**src/rtl/i2c_bus_monitor.sv**
```systemverilog
// Passive I2C bus monitor: filters SCL/SDA, detects START/rSTART/STOP, reassembles
// bytes with their ACK bit and raises sticky protocol error flags.
module i2c_bus_monitor #(
  parameter int FILTER_LEN  = 3,
  parameter int TIMEOUT_CYC = 1000,
  parameter int CNT_W       = 8
) (
  input  logic             system_clock,
  input  logic             reset,
  input  logic             enable,
  input  logic             scl_i,
  input  logic             sda_i,
  input  logic             clear_err,
  output logic             start_pulse,
  output logic             rstart_pulse,
  output logic             stop_pulse,
  output logic             byte_valid,
  output logic [7:0]       byte_data,
  output logic             byte_ack,
  output logic             byte_first,
  output logic [CNT_W-1:0] byte_count,
  output logic             bus_busy,
  output logic [3:0]       err_flags
);

  localparam int FC_W = $clog2(FILTER_LEN + 1);
  localparam int TO_W = $clog2(TIMEOUT_CYC + 1);

  typedef enum logic {BUS_FREE, ACTIVE} state_t;

  // index 0 = SCL, index 1 = SDA
  logic [1:0]            raw;
  logic [1:0]            s1_q, s2_q, f_q, fp_q;
  logic [1:0][FC_W-1:0]  fcnt_q;

  assign raw = {sda_i, scl_i};

  // Filtered line flips only after FILTER_LEN consecutive samples disagree with it.
  always_ff @(posedge system_clock or posedge reset) begin
    if (reset) begin
      s1_q   <= 2'b11;
      s2_q   <= 2'b11;
      f_q    <= 2'b11;
      fp_q   <= 2'b11;
      fcnt_q <= '0;
    end else begin
      s1_q <= raw;
      s2_q <= s1_q;
      fp_q <= f_q;
      for (int i = 0; i < 2; i++) begin
        if (s2_q[i] == f_q[i]) begin
          fcnt_q[i] <= '0;
        end else if (fcnt_q[i] == FC_W'(FILTER_LEN - 1)) begin
          f_q[i]    <= s2_q[i];
          fcnt_q[i] <= '0;
        end else begin
          fcnt_q[i] <= fcnt_q[i] + 1'b1;
        end
      end
    end
  end

  logic scl_f, scl_p, sda_f, sda_p;
  logic scl_rise, start_c, stop_c;

  assign scl_f    = f_q[0];
  assign scl_p    = fp_q[0];
  assign sda_f    = f_q[1];
  assign sda_p    = fp_q[1];
  assign scl_rise = scl_f & ~scl_p;
  // SCL must be stable high in both cycles, so a simultaneous SCL edge suppresses these
  assign start_c  = scl_f & scl_p & sda_p & ~sda_f;
  assign stop_c   = scl_f & scl_p & ~sda_p & sda_f;

  state_t           state_q, state_d;
  logic [3:0]       bit_cnt_q, bit_cnt_d;
  logic [7:0]       shreg_q, shreg_d;
  logic             first_q, first_d;
  logic [CNT_W-1:0] cnt_q, cnt_d;
  logic [TO_W-1:0]  low_q, low_d;
  logic [3:0]       err_q, err_d, err_set;
  logic             start_q, start_d, rstart_q, rstart_d, stop_q, stop_d;
  logic             bv_q, bv_d, ack_q, ack_d, bfirst_q, bfirst_d;
  logic [7:0]       data_q, data_d;

  always_comb begin
    state_d   = state_q;
    bit_cnt_d = bit_cnt_q;
    shreg_d   = shreg_q;
    first_d   = first_q;
    cnt_d     = cnt_q;
    low_d     = '0;
    err_set   = '0;
    start_d   = 1'b0;
    rstart_d  = 1'b0;
    stop_d    = 1'b0;
    bv_d      = 1'b0;
    data_d    = data_q;
    ack_d     = ack_q;
    bfirst_d  = bfirst_q;
    if (!enable) begin
      state_d = BUS_FREE;
    end else begin
      case (state_q)
        BUS_FREE: begin
          if (start_c) begin
            start_d   = 1'b1;
            bit_cnt_d = '0;
            cnt_d     = '0;
            first_d   = 1'b1;
            state_d   = ACTIVE;
          end else if (scl_rise) begin
            err_set[2] = 1'b1;
          end
        end
        ACTIVE: begin
          if (start_c) begin
            rstart_d   = 1'b1;
            first_d    = 1'b1;
            cnt_d      = '0;
            err_set[0] = (bit_cnt_q != 4'd0);
            bit_cnt_d  = '0;
          end else if (stop_c) begin
            stop_d     = 1'b1;
            err_set[0] = (bit_cnt_q != 4'd0);
            state_d    = BUS_FREE;
          end else if (scl_rise) begin
            if (bit_cnt_q != 4'd8) begin
              shreg_d   = {shreg_q[6:0], sda_f};
              bit_cnt_d = bit_cnt_q + 4'd1;
            end else begin
              bv_d      = 1'b1;
              data_d    = shreg_q;
              ack_d     = sda_f;
              bfirst_d  = first_q;
              first_d   = 1'b0;
              bit_cnt_d = '0;
              if (&cnt_q) err_set[3] = 1'b1;
              else        cnt_d      = cnt_q + 1'b1;
            end
          end else if (!scl_f) begin
            if (low_q == TO_W'(TIMEOUT_CYC - 1)) begin
              err_set[1] = 1'b1;
              state_d    = BUS_FREE;
            end else begin
              low_d = low_q + 1'b1;
            end
          end
        end
        default: state_d = BUS_FREE;
      endcase
    end
    err_d = (err_q & ~{4{clear_err}}) | err_set;
  end

  always_ff @(posedge system_clock or posedge reset) begin
    if (reset) begin
      state_q   <= BUS_FREE;
      bit_cnt_q <= '0;
      shreg_q   <= '0;
      first_q   <= 1'b0;
      cnt_q     <= '0;
      low_q     <= '0;
      err_q     <= '0;
      start_q   <= 1'b0;
      rstart_q  <= 1'b0;
      stop_q    <= 1'b0;
      bv_q      <= 1'b0;
      data_q    <= '0;
      ack_q     <= 1'b0;
      bfirst_q  <= 1'b0;
    end else begin
      state_q   <= state_d;
      bit_cnt_q <= bit_cnt_d;
      shreg_q   <= shreg_d;
      first_q   <= first_d;
      cnt_q     <= cnt_d;
      low_q     <= low_d;
      err_q     <= err_d;
      start_q   <= start_d;
      rstart_q  <= rstart_d;
      stop_q    <= stop_d;
      bv_q      <= bv_d;
      data_q    <= data_d;
      ack_q     <= ack_d;
      bfirst_q  <= bfirst_d;
    end
  end

  assign start_pulse  = start_q;
  assign rstart_pulse = rstart_q;
  assign stop_pulse   = stop_q;
  assign byte_valid   = bv_q;
  assign byte_data    = data_q;
  assign byte_ack     = ack_q;
  assign byte_first   = bfirst_q;
  assign byte_count   = cnt_q;
  assign bus_busy     = (state_q == ACTIVE);
  assign err_flags    = err_q;

endmodule

```
**config.mk**
```make
export PLATFORM = sky130hd
export DESIGN_NAME = i2c_bus_monitor
export DESIGN_NICKNAME = d
export VERILOG_FILES = /design/src/rtl/i2c_bus_monitor.sv
export SDC_FILE = /design/constraint.sdc
export NUM_CORES = 1
export LEC_CHECK = 0
export CAP_MARGIN = 20
export CORE_MARGIN = 3
export CORE_UTILIZATION = 55
export CTS_CLUSTER_DIAMETER = 60
export DETAILED_ROUTE_END_ITERATION = 8
export GPL_TIMING_DRIVEN = 0
export PLACE_DENSITY = 0.85
export SLEW_MARGIN = 10
export SYNTH_ARGS = -nofsm -noshare
export SYNTH_HDL_FRONTEND = slang
export SYNTH_SLANG_ARGS = --single-unit
```
**constraint.sdc**
```tcl
create_clock -name system_clock -period 2.4 [get_ports system_clock]
set_input_delay 0.48 -clock system_clock [delete_from_list [all_inputs] [get_ports system_clock]]
set_output_delay 0.48 -clock system_clock [all_outputs]
set_load 0.05 [all_outputs]
```
==> parameters.txt <==
Parameter                              Value

Clock tree
  H-tree levels    3
  Max Buffers Root-to-Sink    2
  Clock tree from TritonCTS    built
  TritonCTS buffer count    9
  Later-pin clock latency in the skew report    330 ps
  Clock edge transition at the registers on the reported setup and hold paths    60 ps
  Number of sinks handled by clock tree synthesis    62
  Number of gates given a new drive strength after cts    0
  Cell at the root of the clock tree    clkbuf_8
  Cts hold-fix bufs    0
  Buffers inserted during post-CTS setup optimization    0

Hold path
  Hold Path Class    reg2reg

Yosys
  Area of the mapped netlist    2760 um2
  Average instance area after synthesis    12.4 um2
  Cell type contributing the most total cell area after synthesis    dfrtp_1
  Fraction of the mapped netlist area in simple logic gates    17.1%
  Main combinational cell family by area after synthesis    simple AND/OR/NAND/NOR gates
  Post-synthesis compound-gate area fraction    7.07%
  Share of synthesized area occupied by flip-flops and latches    56.6%
  Synthesized-area fraction occupied by xor and xnor cells    3.17%
  Multiplexer share of the synthesized area    11.1%
  Flop and latch count out of synthesis    62
  Synth cell types    49
  Synth Net Count    232
  Most area-consuming cells after synthesis    dfrtp_1, mux2_2, dfstp_2, mux2i_1, xnor2_1
  Yosys warnings    0
  Yosys top cell area share    49.0%
  Adder-cell share of the synthesized area    1.81%
  Mapped Cells    222

Run status
  Outcome    complete, no violations

Worst setup path
  Endpoint kind of the worst setup timing path    primary output
  Worst EP arrival    1690 ps
  Cells along the critical path    clkdlybuf4s50_1
  Max incr delay on CP    870 ps
  Family with the most delay on the worst path    buffers and inverters
  Kind of start point of the critical path    flip-flop
  CP bufs+invs    1
  Critical path class    reg2out
  Reg-to-reg slack, setup    420 ps
  CP Max Fanout    8
  Crit path required time    1920 ps
  Cell with the largest stage delay on the worst path    clkdlybuf4s50_1

Power and ir drop
  Overall power consumption    0.00290 W
  Switching power share of the total    30.2%
  Register share of total power    45.7%
  Worst ir drop on vdd    524 uV
  Leak Pwr    1.48 nW
  Total net switching power    0.000878 W
  Power density of the placed cells    858 nW/um2
  Fraction of power consumed by combinational cells    20.8%
  Int Power    0.00203 W
  Clock power frac    33.6%

Floorplan
  Effective utilization at floorplan    57.6%
  Chip width    76.8 um
  Ports    33
  Area of the core region    4790 um2
  Die height    76.8 um
  Die Area    5900 um2
  Floorplan row count    25

Global route
  Gr ovfl total    0
  Total GRT Usage    17.7%
  Via count of the first global-routing pass    1832
  Number of antenna violations at the first check in global routing    0
  Wire length of the first global-routing pass    8180 um
  Maximum number of pins on one net before global-route repair    63

STA
  Worst slew slack as a fraction of its limit    51.9%
  Final critical-path required period    2170 ps
  Final Hold Violating Endpoints    0
  Final worst-path cycle share    90.3%
  RSZ-0062 raised after global routing    no
  Count of pins over their slew limit    0
  Final number of setup-violating endpoints    0
  Minimum setup slack in the final design    233 ps
  Slew at the pin closest to its max-slew limit    722 ps
  Setup skew after layout    6.24 ps
  Final sum of negative setup slack    0 ps
  Achievable clock frequency    0.462 GHz

Finish
  Ratio of cells with drive above 1 in the final layout    22.2%
  FILL cells    336
  Commonest non-fill, non-tap cell in the layout    dfrtp_1
  Number of nets in the layout    275
  Commonest cells after routing, fill and taps aside    dfrtp_1, clkdlybuf4s50_1, mux2_2
  Layout overhead on the synthesized area    22.7%
  Count of inserted antenna diode cells    0

Route
  Routed length per instance    14.7 um
  Detailed Routing Iterations Pass 1    4
  Antenna-violating nets left    0
  Total wire length after detailed routing    4950 um
  Total via count in the routed design    1819
  Iteration-0 DRC Markers    107
  Avg Vias per Cell    5.40
  Number of DRC violations after detailed routing    0

Placement
  Placement-stage worst setup slack    5.09 ps
  Routability Congestion    0.825
  Detailed-placement wirelength estimate    3340 um
  Number of input and output port buffers inserted    32

Job
  MaxCap Viol Count    0
## synthesized netlist by cell type, drive strengths merged
cell type / number
mux2: 21
ha: 4
xnor2: 7
and3: 3
nand2: 16
nor2: 15
xor2: 3
or3: 2
dfrtp: 54
clkbuf: 1
nor3: 8
nand4b: 2
a21oi: 4
a211oi: 4
a31oi: 1
nand3: 9
a32o: 2
o211ai: 3
mux2i: 7
nor3b: 3
o31a: 1
and3b: 2
a2111oi: 1
nor2b: 3
nand2b: 7
o21ai: 1
nand3b: 2
inv: 12
buf: 4
or2: 1
and2: 1
and2b: 1
o32ai: 1
a21o: 2
o2bb2ai: 1
nand4: 1
dfstp: 8
or4: 2
o22a: 1
and4: 1
## power groups by stage
stage / Sequential [W] / Clock [W] / Combinational [W]
after detailed placement: 0.00134 / 0 / 0.000605
after CTS: 0.00133 / 0.000995 / 0.000608
after global routing: 0.00135 / 0.00103 / 0.000655
final: 0.00133 / 0.000975 / 0.000603
after global placement: 0.00133 / 0 / 0.000588
after floorplan: 0.00144 / 0 / 0.000329
## path summary, 6_finish.rpt
path | startpoint | to | cells after the start
setup / recovery | bus_busy | bus_busy | 1
hold / removal | s1_q[0] | s2_q[0] | 0
setup reg to reg | f_q[0] | byte_data[5] | 5
hold reg to reg | s1_q[0] | s2_q[0] | 0
max in group asynchronous | reset | byte_valid | 2
min in group asynchronous | reset | low_q[4] | 2
## cell type report
class                   instances  area (um2)  area share, %
flip-flops and latches         62        1560           46.1
multi-input cells             143        1110           32.8
repair buffers                 32         320           9.46
clock buffers                  13         179           5.29
well taps                      67        83.8           2.48
inverters                      12        47.5           1.40
plain buffers                   5        41.3           1.22
clock inverters                 3        40.0           1.18
## stage by stage
step                cells  hold WS (ps)  area, um2  util (%)
finish                337           358       3380      70.7
global route          337           362       3380      70.7
CTS                   337           361       3380      70.7
detailed placement    321           351       3170      66.1
global placement      321           346       3160      66.1
floorplan             222           345       2760         -
## flip-flops by register name, indices dropped and copies added, names as in the netlist, 2 cells and up
signal / cells
err_flags: 4
fp_q: 2
low_q: 10
f_q: 2
bit_cnt_q: 4
fcnt_q: 4
byte_count: 8
shreg_q: 8
byte_data: 8
s2_q: 2
s1_q: 2
## routing by layer
layer  vias up  global-route usage, %  wire length, um
met1       898                   22.5             2370
li1        858                      -                -
met2        51                   27.3             2250
met3        12                   4.23              210
met5         -                      0                0
met4         0                   11.2              123
## logic make-up after synthesis
kind of cell    count (synthesis)
flops                          62
simple gates                   79
compound gates                 22
buf+inv                        17
fa+ha+maj                       4
mux                            28
xor+xnor                       10
Note: power is estimated with default switching activity, not from simulation.
==> variant 1 (config.mk and constraints unchanged) <==
The parameter `FILTER_LEN` goes from 3 to 5.
--- a/src/rtl/i2c_bus_monitor.sv
+++ b/src/rtl/i2c_bus_monitor.sv
@@ -1,7 +1,7 @@
 // Passive I2C bus monitor: filters SCL/SDA, detects START/rSTART/STOP, reassembles
 // bytes with their ACK bit and raises sticky protocol error flags.
 module i2c_bus_monitor #(
-  parameter int FILTER_LEN  = 3,
+  parameter int FILTER_LEN  = 5,
   parameter int TIMEOUT_CYC = 1000,
   parameter int CNT_W       = 8
 ) (
Function: changed (Yosys sat finds a counterexample within 10 cycles, from zero or initial values and one cycle with reset high).
==> variant 1 against the original RTL <==
  * Routed wire length is 4.2% higher
  * Worst setup slack better by 0.025 ns
  * Synthesized area is 4.6% higher
  * Sequential share of layout area is 0.11 points higher
  * Largest power group unchanged
  * Clock skew is 0.0029 ns higher
  * Non-clock buffer count is 1 higher
  * Critical path depth stayed put
  * Register-to-register slack worse by 0.06 ns
  * Cell area is 3.0% higher
  * Largest cell class unchanged
  * Highest routed layer unchanged
  * Sequential cell count is 2 higher
  * Total power is 8.8% lower
  * Global-route usage is 1.3 points higher
==> variant 1: results (changes against the original RTL) <==
| Metric | Value |
|---|---|
| Worst VDD drop | `0.4814 mV (was 0.5238 mV)` |
| FF-to-FF path depth | `6 (was 5)` |
| Met2 global-route usage | `29.37% (was 27.26%)` |
| Top cells by area, synth | `dfrtp_1, dfstp_2, mux2_2 (was dfrtp_1, mux2_2, dfstp_2)` |
| Pin count of the biggest net entering global routing | `65 (was 63)` |
| Metal1 wirelength | `2.387 mm (was 2.367 mm)` |
| 1st-iter DRT viols | `137 (was 107)` |
| Clk_skew | `0.009097 ns (was 0.006244 ns)` |
| Nets | `295 (was 275)` |
| Sequential share of the synthesized area | `55.83% (was 56.60%)` |
| Run status | `finished, final reports clean (unchanged)` |
| Ratio of cells with drive above 1 in the final layout | `19.23% (was 22.22%)` |
| Max Used Layer | `met4 (unchanged)` |
| Leak pwr | `0.001526 uW (was 0.001483 uW)` |
| Number of distinct library cells after synthesis | `48 (was 49)` |
| Wire length on met2 | `2.463 mm (was 2.249 mm)` |
| Vias in the first global route | `1924 (was 1832)` |
| Sw Share | `27.88% (was 30.22%)` |
| Post-Syn Nets | `252 (was 232)` |
| Routed WL | `5.160 mm (was 4.950 mm)` |
| Placer Congestion | `0.8161 (was 0.8247)` |
| Routed length on met3 | `235 um (was 210 um)` |
| DP Area | `3293 um2 (was 3166 um2)` |
| R2r setup slk | `0.36 ns (was 0.42 ns)` |
| Total Routing Usage GR | `19.05% (was 17.73%)` |
| Critical path arrival | `1.66 ns (was 1.69 ns)` |
| HPWL after DPL | `3.552 mm (was 3.340 mm)` |
| Avg Vias per Cell | `5.340 (was 5.398)` |
| First-pass GRT wire length | `9.011 mm (was 8.176 mm)` |
| Most instantiated cells after synthesis | `dfrtp_1, nor2_1, inv_1 (was dfrtp_1, mux2_2, nand2_1, nor2_1, inv_1)` |
-- variant 1: cell types whose count changed after synthesis, moves of 4 or more --
| cell | change |
|---|---|
| o21ai_0 | +4 |
| mux2_2 | -7 |
| inv_1 | +4 |
| ha_1 | +4 |
| mux2_4 | +7 |
| nand4_1 | +4 |
| nor2_1 | +7 |
-- variant 1: kinds of logic after synthesis --
kind of cell,synth area share (%)
muxes,11.18
AOI/OAI and AO/OA,9.103
xor gates and xnor gates,3.034
buffers and inverters,3.598
DFF,55.83
adders and majority gates,3.468
and+or+nand+nor,13.78
-- variant 1: power groups by stage --
stage | clock network, uW | logic (uW) | registers [uW]
3_3_place_gp | 0 | 430 | 1310
6_report | 894 | 449 | 1300
5_1_grt | 972 | 497 | 1320
4_1_cts | 918 | 453 | 1300
3_5_place_dp | 0 | 449 | 1320
2_1_floorplan | 0 | 294 | 1350
-- variant 1: per-stage QoR --
stage                     setup slack (ns)  TNS (ns)  hold WS, ns  utilization [%]  instances
after global routing                0.1997         0       0.3596            70.96        353
after detailed placement          -0.07735   -0.5403       0.3478            67.06        337
after CTS                           0.2569         0       0.3572            70.96        353
after floorplan                     0.3351         0       0.3452                -        238
final                               0.2586         0       0.3559            70.96        353
after global placement             -0.6975    -40.07       0.3459            67.01        337
-- variant 1: final cells by class --
cell class / count / area (um2)
Sequential cell: 64 / 1612
Multi-Input combinational cell: 152 / 1171
Inverter: 16 / 62.56
Tap cell: 67 / 83.83
Clock inverter: 3 / 42.54
Timing Repair Buffer: 32 / 320.3
Fill cell: 351 / 1426
Clock buffer: 13 / 148.9
Buffer: 6 / 43.79
==> variant 2 (same settings) <==
Without the edit above. Take the reset off `shreg_q` and load it in a clocked block of its own.
--- a/src/rtl/i2c_bus_monitor.sv
+++ b/src/rtl/i2c_bus_monitor.sv
@@ -157,7 +157,6 @@
     if (reset) begin
       state_q   <= BUS_FREE;
       bit_cnt_q <= '0;
-      shreg_q   <= '0;
       first_q   <= 1'b0;
       cnt_q     <= '0;
       low_q     <= '0;
@@ -172,7 +171,6 @@
     end else begin
       state_q   <= state_d;
       bit_cnt_q <= bit_cnt_d;
-      shreg_q   <= shreg_d;
       first_q   <= first_d;
       cnt_q     <= cnt_d;
       low_q     <= low_d;
@@ -187,6 +185,10 @@
     end
   end
 
+  always_ff @(posedge system_clock) begin
+    shreg_q <= shreg_d;
+  end
+
   assign start_pulse  = start_q;
   assign rstart_pulse = rstart_q;
   assign stop_pulse   = stop_q;
Behaviour: no difference found for any inputs over 10 cycles, from zero or initial values and one cycle with reset high; that may be too few to reach the edited logic, so the function may still have changed.
==> variant 2 against the original RTL <==
  * Via count fell by 1.3%
  * Routed wire length up 0.81%
  * Cell area decreased by 4.4%
  * Synthesized area shrank 4.3%
  * Total power is 13% lower
  * Sequential cell count unchanged
  * Combinational power fell by 35%
  * Hold slack lost 0.0013 ns
  * Sequential power is 3% lower
  * Synthesized cell count is 4.5% lower
  * Worst setup slack improved by 0.043 ns
  * Highest routed layer unchanged
==> variant 2: results (changes against the original RTL) <==
| Metric | Value |
|---|---|
| DP Area | `3054 um2 (was 3166 um2)` |
| Crit-path max FO | `8 (unchanged)` |
| Leak pwr | `0.001373 uW (was 0.001483 uW)` |
| Mean post-synth cell area | `12.46 um2 (was 12.43 um2)` |
| 1st-iter DRT viols | `131 (was 107)` |
| Metal1 wirelength | `2.283 mm (was 2.367 mm)` |
| Met2 global-route usage | `29.05% (was 27.26%)` |
| Vias in the first global route | `1744 (was 1832)` |
| Transition time of the tightest slew-check pin | `0.9078 ns (was 0.7220 ns)` |
| Met1 Use GR | `26.29% (was 22.54%)` |
| HPWL after DPL | `3.334 mm (was 3.340 mm)` |
| Top cells by area, synth | `dfrtp_1, edfxtp_1, dfstp_2 (was dfrtp_1, mux2_2, dfstp_2)` |
| Critical path arrival | `1.64 ns (was 1.69 ns)` |
| Sw Share | `27.85% (was 30.22%)` |
| Avg Vias per Cell | `5.735 (was 5.398)` |
| Nets | `266 (was 275)` |
| Pin count of the biggest net entering global routing | `34 (was 63)` |
| Clk pwr share | `33.8% (was 33.6%)` |
| Number of synthesized flops with an enable pin | `8 (was 0)` |
| Fillcell total | `326 (was 336)` |
| Routed length on met3 | `184 um (was 210 um)` |
| Slowest stage delay, CP | `0.85 ns (was 0.87 ns)` |
| Post-Synth Adder-Cell Area | `1.895% (was 1.814%)` |
| First-pass GRT wire length | `8.073 mm (was 8.176 mm)` |
| FFs w/ async S/R, synth | `87.10% (was 100.0%)` |
| Hold Path Class | `reg2reg (unchanged)` |
| Final cell count without fillers | `313 (was 337)` |
| Met3 Use GR | `4.749% (was 4.225%)` |
| Inserted Clock Buffers | `9 (unchanged)` |
| Wire length on met2 | `2.380 mm (was 2.249 mm)` |
| Synth Area in Compound Gates | `10.18% (was 7.075%)` |
| Comb. pwr | `391 uW (was 603 uW)` |
| DR WL/cell | `15.94 um (was 14.69 um)` |
| Most instantiated cells after synthesis | `dfrtp_1, nor2_1, inv_1 (was dfrtp_1, mux2_2, nand2_1, nor2_1, inv_1)` |
| Synth Area in XOR/XNOR | `3.316% (was 3.175%)` |
| Sequential share of the synthesized area | `60.63% (was 56.60%)` |
| Post-Syn Nets | `222 (was 232)` |
| Ratio of cells with drive above 1 in the final layout | `16.86% (was 22.22%)` |
| Mux contribution to synthesized area | `5.495% (was 11.11%)` |
| Reg power frac | `50.8% (was 45.7%)` |
| Placer Congestion | `0.8371 (was 0.8247)` |
| Clk_skew | `0.008924 ns (was 0.006244 ns)` |
| Run status | `finished, final reports clean (unchanged)` |
| Total Routing Usage GR | `19.69% (was 17.73%)` |
| N_diodes | `0 (unchanged)` |
| Critical path's top delay family | `buffers and inverters (unchanged)` |
| Placed cell count | `297 (was 321)` |
| Pre-CTS setup slack | `-0.02817 ns (was 0.005089 ns)` |
| Worst VDD drop | `0.6342 mV (was 0.5238 mV)` |
| Yosys warns | `0 (unchanged)` |
| Number of distinct library cells after synthesis | `53 (was 49)` |
==> variant 2: path summary, 6_finish.rpt <==
check | from | endpoint | slack (ns) | cells after the start
max in group asynchronous | reset | bit_cnt_q[2] | 1.27 | 3
min | s1_q[0] | s2_q[0] | 0.36 | 0
max reg2reg | fp_q[0] | shreg_q[0] | 0.33 | 3
min reg2reg | s1_q[0] | s2_q[0] | 0.36 | 0
min in group asynchronous | reset | byte_data[6] | 0.58 | 2
max | bus_busy | bus_busy | 0.28 | 1
==> variant 2: final cells by class <==
cell class / instances / area, um2 / area share, %
Buffer: 4 / 41.29 / 1.277
Clock buffer: 10 / 127.6 / 3.946
Clock inverter: 6 / 52.55 / 1.625
Inverter: 13 / 48.80 / 1.509
Multi-Input combinational cell: 133 / 949.7 / 29.36
Sequential cell: 62 / 1602 / 49.52
Tap cell: 52 / 65.06 / 2.012
Timing Repair Buffer: 33 / 347.8 / 10.75
